[config.mk]
export PLATFORM = sky130hd
export DESIGN_NAME = nand_target_emu
export DESIGN_NICKNAME = d
export VERILOG_FILES = /design/src/rtl/nand_target_emu.sv
export SDC_FILE = /design/constraint.sdc
export NUM_CORES = 1
export LEC_CHECK = 0
export ABC_AREA = 1
export CORE_ASPECT_RATIO = 0.5
export CORE_UTILIZATION = 51
export CTS_CLUSTER_SIZE = 10
export DETAILED_ROUTE_END_ITERATION = 6
export GPL_TIMING_DRIVEN = 0
export MAX_ROUTING_LAYER = met4
export PLACE_DENSITY = 0.67
export SLEW_MARGIN = 20
export SYNTH_ARGS = -nofsm -noshare
export SYNTH_HDL_FRONTEND = slang
export SYNTH_SLANG_ARGS = --single-unit
[constraint.sdc]
create_clock -name CLK -period 2.8 [get_ports CLK]
set_input_delay 0.56 -clock CLK [delete_from_list [all_inputs] [get_ports CLK]]
set_output_delay 0.56 -clock CLK [all_outputs]
set_load 0.1 [all_outputs]
[src/rtl/nand_target_emu.sv]
// Single-LUN ONFI synchronous NAND target emulator with one page buffer.
// DDR is collapsed to one byte per CLK; DOUT bytes appear one cycle after sampling.
module nand_target_emu #(
    parameter int          PAGE_BYTES   = 64,
    parameter int          COL_W        = 6,
    parameter logic [39:0] ID_BYTES     = 40'h2C884BA900,
    parameter int          READ_CYCLES  = 25,
    parameter int          PROG_CYCLES  = 200,
    parameter int          RESET_CYCLES = 10
) (
    input  logic       CLK,
    input  logic       RST,
    input  logic       CEN,
    input  logic       CLE,
    input  logic       ALE,
    input  logic       WRN,
    input  logic [7:0] DQ_IN,
    output logic [7:0] DQ_OUT,
    output logic       DQ_OE,
    output logic       DQS_OUT,
    output logic       DQS_OE,
    output logic       RBN
);

    localparam int TMR_W = 16;

    typedef enum logic [2:0] {S_IDLE, S_ADDR, S_DIN, S_BUSY, S_DOUT} state_e;
    typedef enum logic [1:0] {OP_ID, OP_READ, OP_PROG} op_e;
    typedef enum logic [1:0] {M_ID, M_STATUS, M_PAGE} mode_e;

    state_e             state_q, state_d;
    op_e                op_q, op_d;
    mode_e              mode_q, mode_d;
    logic               to_dout_q, to_dout_d;
    logic [2:0]         addr_cnt_q, addr_cnt_d;
    logic [7:0]         col_lo_q, col_lo_d;
    logic [COL_W-1:0]   col_q, col_d;
    logic [2:0]         idx_q, idx_d;
    logic [TMR_W-1:0]   timer_q, timer_d;
    logic               pend_q, pend_d;
    logic [7:0]         pend_byte_q, pend_byte_d;
    logic               dq_oe_q, dq_oe_d;
    logic               dqs_q, dqs_d;
    logic [7:0]         dq_out_q, dq_out_d;
    logic [7:0]         buf_q [PAGE_BYTES];
    logic               buf_we;

    logic       is_cmd, is_addr, is_din, is_dout, rdy;
    logic [7:0] status, id_byte;

    assign is_cmd  = !CEN &&  CLE && !ALE &&  WRN;
    assign is_addr = !CEN && !CLE &&  ALE &&  WRN;
    assign is_din  = !CEN &&  CLE &&  ALE &&  WRN;
    assign is_dout = !CEN &&  CLE &&  ALE && !WRN;
    assign rdy     = (timer_q == '0);
    assign status  = {1'b1, rdy, rdy, 5'b00000};

    always_comb begin
        case (idx_q)
            3'd0:    id_byte = ID_BYTES[39:32];
            3'd1:    id_byte = ID_BYTES[31:24];
            3'd2:    id_byte = ID_BYTES[23:16];
            3'd3:    id_byte = ID_BYTES[15:8];
            3'd4:    id_byte = ID_BYTES[7:0];
            default: id_byte = 8'h00;
        endcase
    end

    always_comb begin
        state_d     = state_q;
        op_d        = op_q;
        mode_d      = mode_q;
        to_dout_d   = to_dout_q;
        addr_cnt_d  = addr_cnt_q;
        col_lo_d    = col_lo_q;
        col_d       = col_q;
        idx_d       = idx_q;
        timer_d     = timer_q;
        pend_d      = 1'b0;
        pend_byte_d = pend_byte_q;
        buf_we      = 1'b0;

        // The busy timer runs regardless of CEN or bus activity.
        if (timer_q != '0) timer_d = timer_q - TMR_W'(1);
        if (state_q == S_BUSY && timer_q == TMR_W'(1)) begin
            state_d = to_dout_q ? S_DOUT : S_IDLE;
            if (to_dout_q) mode_d = M_PAGE;
        end

        if (is_cmd) begin
            if (DQ_IN == 8'h70) begin
                mode_d = M_STATUS;
            end else if (DQ_IN == 8'hFF) begin
                state_d    = S_BUSY;
                timer_d    = TMR_W'(RESET_CYCLES);
                to_dout_d  = 1'b0;
                col_d      = '0;
                addr_cnt_d = '0;
            end else if (state_q != S_BUSY) begin
                case (DQ_IN)
                    8'h90, 8'h00, 8'h80: begin
                        state_d    = S_ADDR;
                        addr_cnt_d = '0;
                        op_d       = (DQ_IN == 8'h90) ? OP_ID :
                                     (DQ_IN == 8'h00) ? OP_READ : OP_PROG;
                    end
                    8'h30: begin
                        if (state_q == S_ADDR && op_q == OP_READ &&
                            addr_cnt_q == 3'd5) begin
                            state_d   = S_BUSY;
                            timer_d   = TMR_W'(READ_CYCLES);
                            to_dout_d = 1'b1;
                        end else begin
                            state_d = S_IDLE;
                        end
                    end
                    8'h10: begin
                        if (state_q == S_DIN) begin
                            state_d   = S_BUSY;
                            timer_d   = TMR_W'(PROG_CYCLES);
                            to_dout_d = 1'b0;
                        end else begin
                            state_d = S_IDLE;
                        end
                    end
                    default: state_d = S_IDLE;
                endcase
            end
        end else if (is_addr && state_q == S_ADDR) begin
            if (op_q == OP_ID) begin
                state_d = S_DOUT;
                mode_d  = M_ID;
                idx_d   = '0;
            end else if (addr_cnt_q != 3'd5) begin
                addr_cnt_d = addr_cnt_q + 3'd1;
                if (addr_cnt_q == 3'd0) begin
                    col_lo_d = DQ_IN;
                    col_d    = COL_W'({8'h00, DQ_IN});
                end else if (addr_cnt_q == 3'd1) begin
                    col_d = COL_W'({DQ_IN, col_lo_q});
                end
                if (addr_cnt_q == 3'd4 && op_q == OP_PROG) state_d = S_DIN;
            end
        end else if (is_din && state_q == S_DIN) begin
            buf_we = 1'b1;
            col_d  = col_q + COL_W'(1);
        end else if (is_dout && (mode_q == M_STATUS || state_q == S_DOUT)) begin
            pend_d = 1'b1;
            case (mode_q)
                M_STATUS: pend_byte_d = status;
                M_ID: begin
                    pend_byte_d = id_byte;
                    if (idx_q != 3'd5) idx_d = idx_q + 3'd1;
                end
                default: begin
                    pend_byte_d = buf_q[col_q];
                    col_d       = col_q + COL_W'(1);
                end
            endcase
        end
    end

    always_comb begin
        dq_oe_d  = pend_q;
        dqs_d    = pend_q ? ~dqs_q : 1'b0;
        dq_out_d = pend_q ? pend_byte_q : dq_out_q;
    end

    always_ff @(posedge CLK) begin
        if (RST) begin
            state_q     <= S_IDLE;
            op_q        <= OP_ID;
            mode_q      <= M_PAGE;
            to_dout_q   <= 1'b0;
            addr_cnt_q  <= '0;
            col_lo_q    <= '0;
            col_q       <= '0;
            idx_q       <= '0;
            timer_q     <= '0;
            pend_q      <= 1'b0;
            pend_byte_q <= '0;
            dq_oe_q     <= 1'b0;
            dqs_q       <= 1'b0;
            dq_out_q    <= '0;
        end else begin
            state_q     <= state_d;
            op_q        <= op_d;
            mode_q      <= mode_d;
            to_dout_q   <= to_dout_d;
            addr_cnt_q  <= addr_cnt_d;
            col_lo_q    <= col_lo_d;
            col_q       <= col_d;
            idx_q       <= idx_d;
            timer_q     <= timer_d;
            pend_q      <= pend_d;
            pend_byte_q <= pend_byte_d;
            dq_oe_q     <= dq_oe_d;
            dqs_q       <= dqs_d;
            dq_out_q    <= dq_out_d;
        end
    end

    always_ff @(posedge CLK) begin
        if (!RST && buf_we) buf_q[col_q] <= DQ_IN;
    end

    assign DQ_OUT  = dq_out_q;
    assign DQ_OE   = dq_oe_q;
    assign DQS_OUT = dqs_q;
    assign DQS_OE  = dq_oe_q;
    assign RBN     = rdy;

endmodule

==> flow_metrics.py <==
metrics = {
    "timing": {
        "finalCritPeriodShare": 1.04,
        "fin_ws_ns": -0.125,
        "rsz0062_at_grt": "yes",
        "fin_worst_skew_ns": 0.0257,
        "tightest_slew_ns": 1.01,
        "relSlewSlack": 0.325,
        "min_period_ns": 2.93,
        "hold_viol_final": 0,
        "fmax_ghz": 0.342,
        "report.final.slew_viol_count": 0,
        "setup_violations": 48,
    },
    "layout": {
        "seq_area_um2": 16700,
        "final_util": 0.593,
        "multi_input_area_um2": 7180,
        "drive_gt1_frac": 0.129,
        "nets": 2415,
        "fillers": 3905,
        "area_growth_pct": 13.4,
    },
    "die": {
        "io_pins": 26,
        "row_count": 56,
        "die_area_um2": 49500,
        "die_w_um": 314,
        "initial_core_util": 0.523,
        "coreArea_um2": 47400,
        "die_h_um": 158,
    },
    "critical_path": {
        "rr_worst_depth": 7,
        "r2r-start": "state_q[2]",
        "worst-path-max-fanout": 8,
        "crit_top_cell": "nor2_2",
        "crit_family": "simple AND/OR/NAND/NOR gates",
        "cp-end-kind": "register",
        "r2r_slack_ns": -0.13,
        "critPathKind": "reg2reg",
        "start_kind": "register",
        "crit_slowest_cell": "nor2_2",
        "required_ns": 3.02,
        "crit_path_max_incr_delay_ns": 0.84,
        "path_cells": "nor3_4 > nand3_1 > nor2_2 > inv_2 > nor2_4 > nand3_2 > nor2_2",
        "cp.arrival_ns": 3.14,
        "crit_buf_inv": 1,
        "rr_endpoint": "buf_q[11][4]",
    },
    "drt": {
        "drc": 0,
        "wl_um": 88000,
        "first_pass_iters": 6,
        "drt_iter0_drc": 3353,
        "vias": 18944,
        "ant_nets": 0,
        "avgViaCountPerCell": 6.22,
        "post_drt_wl_per_cell_um": 28.9,
    },
    "global_routing": {
        "grt_max_degree": 70,
        "grt.total_usage": 0.367,
        "grt_pass1_vias": 16798,
        "grt-ovfl-total": 0,
        "grt_first_pass_wirelength_um": 121000,
        "antenna_found_initial": 1,
    },
    "clock_network": {
        "cts.path.max_buffers": 3,
        "clk_latency_ns": 0.61,
        "cts_root_buffer": "clkbuf_16",
        "cts-buffers-inserted": 67,
        "clk_pin_slew_ns": 0.06,
        "cts_tree": "built",
        "h-tree-depth": 3,
        "clock_sinks": 579,
    },
    "yosys": {
        "synth_area_leader_cell": "edfxtp_1",
        "yosysWarningCount": 0,
        "synth_ff_type": "edfxtp_1",
        "yosysMostFrequentCell": "nand2_1",
        "synth_edf_count": 512,
        "synth-seq-cells": 579,
        "yosys.area_share.adder": 0.00606,
        "synth_compound_area_frac": 0.0237,
        "synthMuxAreaShare": 0,
        "syn_area_um2": 24800,
        "seq_area_frac_synth": 0.675,
        "yosys-top-cells-count": "nand2_1 (717), edfxtp_1 (512), nand3_1 (465)",
        "synth_cell_types": 52,
        "syn_avg_cell_area_um2": 10.8,
        "synth_top_area_frac": 0.621,
        "synthTopCellsByArea": "edfxtp_1 (62%), nand2_1 (11%), nand3_1 (9.4%), dfxtp_1 (5.4%), nor2_1 (1.8%)",
        "yosys.area_share.xor_xnor": 0.00495,
        "synthCells": 2285,
        "postSynth.asyncResetShare": 0,
        "syn_nets": 2311,
        "synth_top_family_by_area": "simple AND/OR/NAND/NOR gates",
        "yosys.area_share.simple": 0.244,
    },
    "power": {
        "power_frac_seq": 0.496,
        "clockPowerShare": 0.402,
        "cellInternalPower_w": 0.0145,
        "power_leakage_nw": 10.2,
        "power_density_nw_per_um2": 688,
        "p_sw_w": 0.00482,
        "switching_share": 0.250,
        "combinationalPowerShare": 0.102,
        "ir_drop_v": 0.000657,
    },
    "place": {
        "hpwl_um": 58200,
        "gp_congestion": 1.05,
        "dp_slack_ns": -0.676,
        "numPortBuffers": 24,
    },
    "run": {
        "maxCapViolations": 0,
    },
    "min_path": {
        "worstHoldStart": "DQ_IN[5]",
        "hold_class": "in2reg",
        "holdPathEnd": "buf_q[42][5]",
        "hold_depth": 1,
    },
    "outcome": {
        "run_status": "complete, but fails checks",
        "violations": "setup timing",
    },
}
[registers in the layout, indices dropped and copies added (netlist names), named ones only]
register / cells
DQS_OE: 1
DQS_OUT: 1
DQ_OUT: 8
addr_cnt_q: 3
buf_q: 512
col_lo_q: 6
col_q: 6
dq_oe_d: 1
idx_q: 3
mode_q: 2
op_q: 2
pend_byte_q: 8
state_q: 3
timer_q: 16
to_dout_q: 1
[power by group through the flow]
| stage | logic (W) | registers [W] | clock network [W] |
|---|---|---|---|
| 2_1_floorplan | 0.00116 | 0.00973 | 0 |
| 3_3_place_gp | 0.00178 | 0.00978 | 0 |
| 3_5_place_dp | 0.00183 | 0.00975 | 0 |
| 4_1_cts | 0.00184 | 0.00958 | 0.00774 |
| 5_1_grt | 0.00210 | 0.00959 | 0.00804 |
| 6_report | 0.00197 | 0.00958 | 0.00778 |
[final cells by class]
cell class                 instances  area share
tap                              638      0.0284
multi-input combinational       1504       0.256
clock buffer                      80      0.0629
antenna                            2    0.000178
sequential                       579       0.595
inverter                          81      0.0110
timing repair buffer              35      0.0148
buffer                           121      0.0299
clock inverter                     5     0.00209
[metal layers]
metal | wire, um | track usage | vias to the layer above
met5 | 0 | - | -
met4 | 2890 | 0.118 | 0
met3 | 14000 | 0.129 | 206
met2 | 37000 | 0.517 | 1457
met1 | 34100 | 0.496 | 9149
li1 | - | - | 8132
[kinds of logic after synthesis]
| logic type | after synthesis |
|---|---|
| xor+xnor | 14 |
| compound gates | 105 |
| fa+ha+maj | 12 |
| flops | 579 |
| simple gates | 1373 |
| buf+inv | 202 |
[per-stage QoR]
step | std cells | instance area, um^2 | power [W] | hold WS, ns | TNS, ns
final | 3045 | 28100 | 0.0193 | 0.247 | -2.88
after floorplan | 2285 | 24800 | 0.0109 | 0.420 | 0
after detailed placement | 2956 | 26100 | 0.0116 | 0.433 | -192.17
after global placement | 2947 | 25800 | 0.0116 | 0.410 | -699.19
after global routing | 3044 | 28100 | 0.0197 | 0.254 | -10.71
after CTS | 3041 | 27900 | 0.0192 | 0.241 | -0.489
[worst max path at each step]
stage | to | from | cells past startpoint | slack, ns
floorplan | RBN | timer_q[13] | 5 | 0.68
global placement | timer_q[1] | DQ_IN[4] | 10 | -2.01
detailed placement | buf_q[51][2] | CLE | 9 | -0.68
CTS | buf_q[48][5] | state_q[2] | 7 | -0.04
global route | buf_q[27][7] | state_q[2] | 7 | -0.21
finish | buf_q[11][4] | state_q[2] | 7 | -0.13
[cell usage in the layout, fill, tap and decap left out, drive strengths merged, types with 3 or more instances in the layout]
master	instances
edfxtp	512
nor3	19
inv	82
clkbuf	100
o21ai	44
a211oi	5
nand2	721
dfxtp	67
nand3	476
or2	4
nand4	16
buf	121
ha	12
clkinv	4
a21oi	46
xnor2	3
nor2	128
o22ai	5
nor4	5
clkdlybuf4s50	15
xor2	11
[timing repair]
action | CTS | global route
setup buffers | 0 | 2
endpoints found under the setup margin | 150 | 270
gates resized for setup | 28 | 44
hold buffers | 0 | 0
pin swaps | 0 | 2
Power figures use the tool's default switching activity.
